<file path="config.mk">
export PLATFORM = sky130hd
export DESIGN_NAME = uart_rx_fifo
export DESIGN_NICKNAME = d
export VERILOG_FILES = /design/src/rtl/uart_pkg.sv /design/src/rtl/uart_fifo_mem.sv /design/src/rtl/uart_rx_fifo.sv
export SDC_FILE = /design/constraint.sdc
export NUM_CORES = 1
export LEC_CHECK = 0
export ABC_AREA = 0
export CAP_MARGIN = 15
export CORE_ASPECT_RATIO = 0.8
export CORE_MARGIN = 4
export CORE_UTILIZATION = 40
export CTS_BUF_LIST = sky130_fd_sc_hd__clkbuf_16
export DETAILED_ROUTE_END_ITERATION = 8
export PLACE_DENSITY = 0.66
export SLEW_MARGIN = 25
export SYNTH_ARGS = -nofsm -noshare
export SYNTH_HDL_FRONTEND = slang
export SYNTH_SLANG_ARGS = --single-unit
</file>
<file path="constraint.sdc">
create_clock -name clk -period 2.9 [get_ports clk]
set_clock_uncertainty 0.15 [all_clocks]
set_input_delay 0.435 -clock clk [delete_from_list [all_inputs] [get_ports clk]]
set_output_delay 0.435 -clock clk [all_outputs]
set_load 0.005 [all_outputs]
</file>
<file path="src/rtl/uart_pkg.sv">
// uart_pkg -- shared constants for the UART receive path.
//
// Holds the default character width, the default receive-FIFO address
// width and the FIFO depth derived from it. Imported by uart_rx_fifo and
// uart_fifo_mem so both agree on the defaults.
package uart_pkg;

  localparam int DATA_BIT_DEFAULT   = 8;
  localparam int ADDR_WIDTH_DEFAULT = 4;
  localparam int FIFO_DEPTH_DEFAULT = 2 ** ADDR_WIDTH_DEFAULT;

endpackage

</file>
<file path="src/rtl/uart_fifo_mem.sv">
// uart_fifo_mem -- storage array for the UART receive FIFO.
//
// Register array with one synchronous write port and one combinational
// read port. Contents are never reset; the read port simply shows whatever
// was last written at raddr.
//
// Ports:
//   clk    : clock, writes happen on the rising edge
//   we     : write enable
//   waddr  : write address
//   wdata  : write data (WIDTH bits)
//   raddr  : read address
//   rdata  : combinational read data at raddr
module uart_fifo_mem
  import uart_pkg::*;
#(
  parameter int WIDTH      = DATA_BIT_DEFAULT,
  parameter int ADDR_WIDTH = ADDR_WIDTH_DEFAULT
) (
  input  logic                  clk,
  input  logic                  we,
  input  logic [ADDR_WIDTH-1:0] waddr,
  input  logic [WIDTH-1:0]      wdata,
  input  logic [ADDR_WIDTH-1:0] raddr,
  output logic [WIDTH-1:0]      rdata
);

  logic [WIDTH-1:0] mem [2**ADDR_WIDTH];

  always_ff @(posedge clk) begin
    if (we) begin
      mem[waddr] <= wdata;
    end
  end

  assign rdata = mem[raddr];

endmodule

</file>
<file path="src/rtl/uart_rx_fifo.sv">
// uart_rx_fifo -- first-word-fall-through FIFO behind a UART receiver.
//
// Buffers received characters, keeps sticky overrun / framing-error flags
// and presents the head entry combinationally on dout.
//
// Optional feature: define UART_RX_FIFO_ERR_TAG_EN to store a framing-error
// tag bit with every entry. With it, a framing_error pulse itself writes an
// entry (data 0, or din when coincident with rx_done_tick) tagged 1, and
// dout_err shows the head tag. Without it, framing_error only sets
// frame_err and dout_err is tied low.
//
// Ports:
//   clk, rst       : clock, asynchronous active-high reset
//   rx_done_tick   : receiver strobe, din valid this cycle
//   din            : received character
//   framing_error  : receiver strobe, bad stop bit
//   rd             : pop the head entry (ignored while empty)
//   clr_err        : clear the sticky flags
//   dout, dout_err : head entry data / tag
//   empty, full    : occupancy flags
//   count          : number of entries stored
//   overrun        : sticky, a write was dropped because the FIFO was full
//   frame_err      : sticky, a framing_error pulse was seen
module uart_rx_fifo
  import uart_pkg::*;
#(
  parameter int DATA_BIT   = DATA_BIT_DEFAULT,
  parameter int ADDR_WIDTH = ADDR_WIDTH_DEFAULT
) (
  input  logic                  clk,
  input  logic                  rst,
  input  logic                  rx_done_tick,
  input  logic [DATA_BIT-1:0]   din,
  input  logic                  framing_error,
  input  logic                  rd,
  input  logic                  clr_err,
  output logic [DATA_BIT-1:0]   dout,
  output logic                  dout_err,
  output logic                  empty,
  output logic                  full,
  output logic [ADDR_WIDTH:0]   count,
  output logic                  overrun,
  output logic                  frame_err
);

  localparam logic [ADDR_WIDTH:0] DEPTH_CNT = (ADDR_WIDTH+1)'(2 ** ADDR_WIDTH);

`ifdef UART_RX_FIFO_ERR_TAG_EN
  localparam int ENTRY_W = DATA_BIT + 1;
`else
  localparam int ENTRY_W = DATA_BIT;
`endif

  logic [ADDR_WIDTH-1:0] wr_ptr_reg, rd_ptr_reg;
  logic [ADDR_WIDTH:0]   count_reg;
  logic                  overrun_reg, frame_err_reg;

  logic                  wr_req, wr_ok, rd_ok;
  logic [ENTRY_W-1:0]    wdata, rdata;

`ifdef UART_RX_FIFO_ERR_TAG_EN
  // A lone framing_error stores a zero character tagged as bad.
  assign wr_req   = rx_done_tick | framing_error;
  assign wdata    = {framing_error, (rx_done_tick ? din : {DATA_BIT{1'b0}})};
  assign dout     = rdata[DATA_BIT-1:0];
  assign dout_err = rdata[DATA_BIT];
`else
  assign wr_req   = rx_done_tick;
  assign wdata    = din;
  assign dout     = rdata;
  assign dout_err = 1'b0;
`endif

  assign empty = (count_reg == '0);
  assign full  = (count_reg == DEPTH_CNT);
  assign count = count_reg;
  assign overrun   = overrun_reg;
  assign frame_err = frame_err_reg;

  // A read frees the head slot in the same cycle, so a write to a full
  // FIFO still lands when paired with an accepted read.
  assign rd_ok = rd & ~empty;
  assign wr_ok = wr_req & (~full | rd_ok);

  uart_fifo_mem #(
    .WIDTH      (ENTRY_W),
    .ADDR_WIDTH (ADDR_WIDTH)
  ) u_mem (
    .clk   (clk),
    .we    (wr_ok),
    .waddr (wr_ptr_reg),
    .wdata (wdata),
    .raddr (rd_ptr_reg),
    .rdata (rdata)
  );

  always_ff @(posedge clk or posedge rst) begin
    if (rst) begin
      wr_ptr_reg    <= '0;
      rd_ptr_reg    <= '0;
      count_reg     <= '0;
      overrun_reg   <= 1'b0;
      frame_err_reg <= 1'b0;
    end else begin
      if (wr_ok) wr_ptr_reg <= wr_ptr_reg + 1'b1;
      if (rd_ok) rd_ptr_reg <= rd_ptr_reg + 1'b1;
      case ({wr_ok, rd_ok})
        2'b10:   count_reg <= count_reg + 1'b1;
        2'b01:   count_reg <= count_reg - 1'b1;
        default: count_reg <= count_reg;
      endcase
      // Set events take priority over a coincident clear.
      overrun_reg   <= (wr_req & ~wr_ok) | (overrun_reg & ~clr_err);
      frame_err_reg <= framing_error | (frame_err_reg & ~clr_err);
    end
  end

endmodule

</file>
==> results of run 1 <==
## power breakdown
part | switching (mW) | internal (mW)
Combinational | 1.15 | 1.28
Sequential | 0.188 | 2.53
Clock | 0.845 | 1.27
## how the worst min path moves through the flow
stage,to,slack [ns]
after detailed placement,frame_err,0.32
after floorplan,count[0],0.19
final,count[0],0.23
after global routing,count[0],0.32
after CTS,count[0],0.25
after global placement,frame_err,0.31
## timing repair
action	in CTS	in global routing
setup buffers	5	0
setup endpoints to repair	8	3
cloned	2	0
pin swaps	6	3
gates resized for setup	23	4
## layer usage
| layer | part of all wire, % | GRT usage, % | up-vias |
|---|---|---|---|
| li1 | - | - | 1346 |
| met1 | 44 | 21.98 | 1523 |
| met2 | 47 | 23.06 | 102 |
| met3 | 8.8 | 4.868 | 2 |
| met4 | 0.20 | 3.610 | 0 |
| met5 | 0 | 0 | - |
## metrics by stage
step           hold slack [ns]  instances
2_1_floorplan           0.1865        302
3_3_place_gp            0.3119        521
3_5_place_dp            0.3218        521
4_1_cts                 0.2483        560
5_1_grt                 0.3155        560
6_report                0.2285        560
## cells by family after synthesis
family                     after synthesis  synth area share, %
muxes                                   34                12.85
adders and majority gates                9                2.066
DFF                                    143                72.56
AOI/OAI and AO/OA                       34                4.605
buffers and inverters                   26                1.851
other                                    1              0.06450
xor gates and xnor gates                 9                1.356
and+or+nand+nor                         46                4.648
## layout make-up
cell class	instances	area share, %
multi-input combinational	133	21.63
inverter	11	0.5705
clock buffer	17	5.878
tap	184	3.181
clock inverter	15	2.196
sequential	143	58.32
timing repair buffer	57	8.230
## cells in the mapped netlist (3+ instances only)
| cell | instances | area (um2) |
|---|---|---|
| and2_1 | 9 | 56.30 |
| clkbuf_1 | 6 | 22.52 |
| nand2b_1 | 4 | 25.02 |
| edfxtp_1 | 128 | 3844 |
| dfrtp_1 | 15 | 375.4 |
| nor2_1 | 5 | 18.77 |
| inv_1 | 11 | 41.29 |
| nand2_1 | 11 | 41.29 |
| nor4b_1 | 4 | 35.03 |
| buf_2 | 4 | 20.02 |
| buf_1 | 3 | 11.26 |
| and4_1 | 4 | 35.03 |
| a22oi_1 | 16 | 120.1 |
| ha_1 | 8 | 100.1 |
| xnor2_1 | 8 | 70.07 |
| mux4_2 | 32 | 720.7 |
## worst max-delay path, delay by kind of cell (launching register included)
family,cells,cell delay [ns]
flip-flops,1,0.39
AO/OA/AOI/OAI,1,0.25
multiplexers,1,0.52
buffers and inverters,3,0.57
AND/OR/NAND/NOR,1,0.08
==> run metrics, run 1 <==
Final #Nets=386; Clk Latency, worst-skew pair=0.42 ns; relative slew slack=53.09%; Synth cell types=44; Crit Path Max Fanout=10; Hold Vio Cnt, Final=0; post-route ant nets=0; die footprint=0.01654 mm2; VDD IR max=0.4779 mV; gr usage total=15.29%; die height=115.8 um; Via density=5.309; Num CTS Buffers=17; H-tree Lvls=4; DR vias=2,973; first-pass GRT wire length=18,220 um; largest net degree at the start of global routing=36; outcome=finished clean; port bufs=30; total negative slack=0 ns; Num Clock Sinks=143; final setup violation count=0; Reg2Reg Setup Slack=0.24 ns; Seq/Total Area, Yosys=72.56%; crit path cell chain=buf_4, buf_16, mux4_2, a22oi_2, nand2_1, dlygate4sd2_1; pin slew with the least headroom to its limit=0.6974 ns; row count=39; Initial Util=40.81%; dpl hpwl=7019 um; PnR worst setup slack=0.09076 ns; Worst path slowest cell=mux4_2; fill count=1,147; max reg flops=128; Clock Path Buffers=2; DR DRC count=0; final max-slew violation count=0; Fmax achieved=356.0 MHz; unrepaired setup endpoints after global routing=false; ratio of cells with drive above 1 in the final layout=29.26%; Ys Warns=0; initial antenna violation count=0; min-delay worst type=input port to asynchronous set/reset pin; crit path from=rd_ptr_reg[0]; Core Footprint=0.01425 mm2; crit start category=register; Syn Nets=325; Req. time, crit path=2.32 ns; FF-to-FF Start=count[1]; synthesized area per cell=19.25 um2; Post-synth top flop=edfxtp_1; crit path time final=2.809 ns; vias in the first global route=3,012; fin crit share=96.87%; Worst-path clk slew=0.06 ns; most frequent cells in the layout=edfxtp_1 (128), mux4_2 (32), clkdlybuf4s50_1 (22); Worst Setup Slack post-DPL=0.1528 ns; Crit Path Class=register to output pin; synthesized flop and latch total=143; max-cap check violation count=0; commonest non-fill, non-tap cell in the layout=edfxtp_1; worst setup path endpoint=dout[6]; TritonCTS clock tree=done; drt wl/cell=20.98 um; DRT iter0 DRCs=226; Post-synth EDFFs=128; path depth of the worst reg2reg path=5; reg2reg end=u_mem.mem[9][2]; sequential cell area=0.004220 mm2; DR pass1 iterations=4; Worst path max stage delay=0.52 ns; CTS Hold Bufs=0; worst path arrival time=2.22 ns; ant diodes=0; Leak Pwr=2.495 nW; Post-Route WL=11,750 um; Area growth syn-to-layout=24.47%; Placed Instance Area=0.006480 mm2; Finished Core Util=50.79%; Clk Tree Root Cell=clkbuf_16; crit end category=output pin; cell count after synthesis=302; Die W=142.8 um; Syn Std Cell Area=0.005814 mm2; top-level I/O count=32; asr flop ratio synth=10.49%; power consumption=7.260 mW; GR Overflow Total=0; PD cells=1003 mW/mm2; footprint of the multi-input gates=0.001565 mm2; GP Congestion=0.8029; final non-filler cell area=0.007237 mm2
Note: power is estimated with default switching activity, not from simulation.
==> run 2: changes to the inputs <==
==> constraint.sdc (replaced) <==
create_clock -name clk -period 3.4 [get_ports clk]
set_clock_uncertainty 0.15 [all_clocks]
set_input_delay 0.51 -clock clk [delete_from_list [all_inputs] [get_ports clk]]
set_output_delay 0.51 -clock clk [all_outputs]
set_load 0.005 [all_outputs]
==> run 2 against run 1 <==
Against the previous run:
- register-to-register slack better by 0.34 ns
- critical path type unchanged
- cell area fell by 3.3%
- wire length decreased by 3.1%
- largest power group unchanged
- power down 17%
- combinational power decreased by 24%
- via count down 2.1%
- critical endpoint is now dout[7]
==> run metrics, run 2 (same netlist as run 1, synthesis figures left out) <==
largest net degree at the start of global routing=36 (unchanged); final non-filler cell area=0.006999 mm2 (-3.3%); reg2reg end=count[4]; sequential cell area=0.004220 mm2 (unchanged); unrepaired setup endpoints after global routing=false; final max-slew violation count=0 (unchanged); max-cap check violation count=0 (unchanged); internal power=4.310 mW (-15%); Crit Path Class=register to output pin; total negative slack=0 ns (unchanged); Worst Setup Slack post-DPL=0.4101 ns (+0.2573 ns); gr usage total=14.96% (-0.33 points); Layout Cells excl Fill=543 (-3.0%); Num CTS Buffers=17 (unchanged); ant diodes=0 (unchanged); ratio of cells with drive above 1 in the final layout=22.01% (-7.2 points); Clk Latency, worst-skew pair=0.41 ns (about the same); dpl hpwl=7261 um (+3.4%); die footprint=0.01654 mm2 (unchanged); row count=39 (unchanged); max reg flops=128 (unchanged); DR DRC count=0 (unchanged); footprint of the multi-input gates=0.001513 mm2 (-3.4%); CTS Hold Bufs=0 (unchanged); PD cells=861.2 mW/mm2 (-14%); drt wl/cell=20.97 um (about the same); Placed Instance Area=0.006392 mm2 (-1.4%); Req. time, crit path=2.74 ns (+0.42 ns); DRT iter0 DRCs=207 (-8.4%); Clk Tree Root Cell=clkbuf_16; relative slew slack=47.24% (-5.9 points); GR Overflow Total=0 (unchanged); Logic pwr share=30.5% (-2.9 points); TritonCTS clock tree=done; Core Footprint=0.01425 mm2 (unchanged); Switching Power=1.718 mW (-21%); Clock Path Buffers=2 (unchanged); port bufs=30 (unchanged); Area growth syn-to-layout=20.38%; Die W=142.8 um (unchanged); pin slew with the least headroom to its limit=0.7898 ns (+0.09240 ns); worst path arrival time=2.57 ns (+0.35 ns); VDD IR max=0.5438 mV (+14%); switching share of power=28.50% (-1.5 points); Post-CTS Resized=0 (-100%); Worst-path clk slew=0.06 ns (about the same); Final #Nets=369 (-4.4%); crit start category=register; clock network fraction of design power=31.1% (+1.9 points); H-tree Lvls=4 (unchanged); most frequent cells in the layout=edfxtp_1 (128), mux4_2 (32), clkdlybuf4s50_1 (30); cell count after placement=511 (-1.9%); fin crit share=95.01%; die height=115.8 um (unchanged); Num Clock Sinks=143 (unchanged); PnR worst setup slack=0.1698 ns (+0.07903 ns); Via density=5.361 (+0.98%); top-level I/O count=32 (unchanged); initial antenna violation count=0 (unchanged); Sequential Power Share=38.4% (+1.0 points); Fmax achieved=309.6 MHz; Initial Util=40.81% (unchanged); crit end category=output pin; FF-to-FF Start=count[1]; DR vias=2,911 (-2.1%); GP Congestion=0.8222 (+2.4%); DR pass1 iterations=4 (unchanged); Post-Route WL=11,390 um (-3.1%); vias in the first global route=2,981 (-1.0%); Crit Path Max Fanout=17 (+7); post-route ant nets=0 (unchanged); Hold Vio Cnt, Final=0 (unchanged); commonest non-fill, non-tap cell in the layout=edfxtp_1; min-delay worst type=input port to asynchronous set/reset pin; first-pass GRT wire length=17,710 um (-2.8%); final setup violation count=0 (unchanged); Reg2Reg Setup Slack=0.58 ns (+0.34 ns); Leak Pwr=2.364 nW (-5.3%); path depth of the worst reg2reg path=8 (+3); fill count=1,158 (+0.96%); outcome=finished clean; crit path time final=3.230 ns; Post-CTS Setup Inserts=0 (-5)
[run 2: changes by cell type in the layout (fill, tap and decap cells not counted), sizes merged]
cell / previous run / this run
clkinv: 8 / 7
clkdlybuf4s50: 22 / 30
bufinv: 2 / 4
dlymetal6s2s: 1 / 0
clkdlybuf4s15: 1 / 0
clkinvlp: 1 / 2
dlygate4sd2: 6 / 0
buf: 27 / 10
inv: 15 / 13
[run 2: critical path, cell delays in order (launching register included)]
cell             delay, ns
dfrtp_2               0.36
buf_6                 0.25
mux4_2                0.55
a22oi_1               0.41
nand2_1               0.12
clkdlybuf4s50_1       0.46
[run 2: stage by stage]
| step | utilization (%) | power (mW) | hold WS (ns) |
|---|---|---|---|
| floorplan | - | 3.447 | 0.2615 |
| global placement | 44.86 | 4.163 | 0.3173 |
| detailed placement | 44.86 | 4.188 | 0.3212 |
| CTS | 49.10 | 6.082 | 0.3142 |
| global route | 49.12 | 6.342 | 0.3527 |
| finish | 49.12 | 6.027 | 0.2981 |
[run 2: worst max path at each step]
| stage | from | endpoint | cells after the start |
|---|---|---|---|
| 2_1_floorplan | count[1] | count[4] | 8 |
| 3_3_place_gp | rx_done_tick | count[4] | 8 |
| 3_5_place_dp | rx_done_tick | count[4] | 8 |
| 4_1_cts | rd_ptr_reg[0] | dout[5] | 6 |
| 5_1_grt | rd_ptr_reg[0] | dout[5] | 6 |
| 6_report | rd_ptr_reg[0] | dout[7] | 5 |
[run 2: power groups by stage]
stage | sequential [mW] | combinational [mW] | clock, mW
3_5_place_dp | 2.34 | 1.85 | 0
6_report | 2.31 | 1.84 | 1.88
5_1_grt | 2.34 | 2.01 | 2.00
3_3_place_gp | 2.33 | 1.83 | 0
4_1_cts | 2.31 | 1.86 | 1.91
2_1_floorplan | 2.27 | 1.17 | 0
[run 2: final cells by class]
cell class | instances | share of cell area (%)
clock buffer | 17 | 6.078
timing repair buffer | 40 | 5.595
multi-input combinational | 133 | 21.61
clock inverter | 15 | 2.538
tap | 184 | 3.289
inverter | 11 | 0.5899
sequential | 143 | 60.30
[run 2: layer usage]
layer  GRT usage, %  wire, um  up-vias
met5              0         0        -
met4          5.130        97        0
met3          4.208       648        9
met2          22.31      5341       77
met1          21.38      5298     1518
li1               -         -     1307
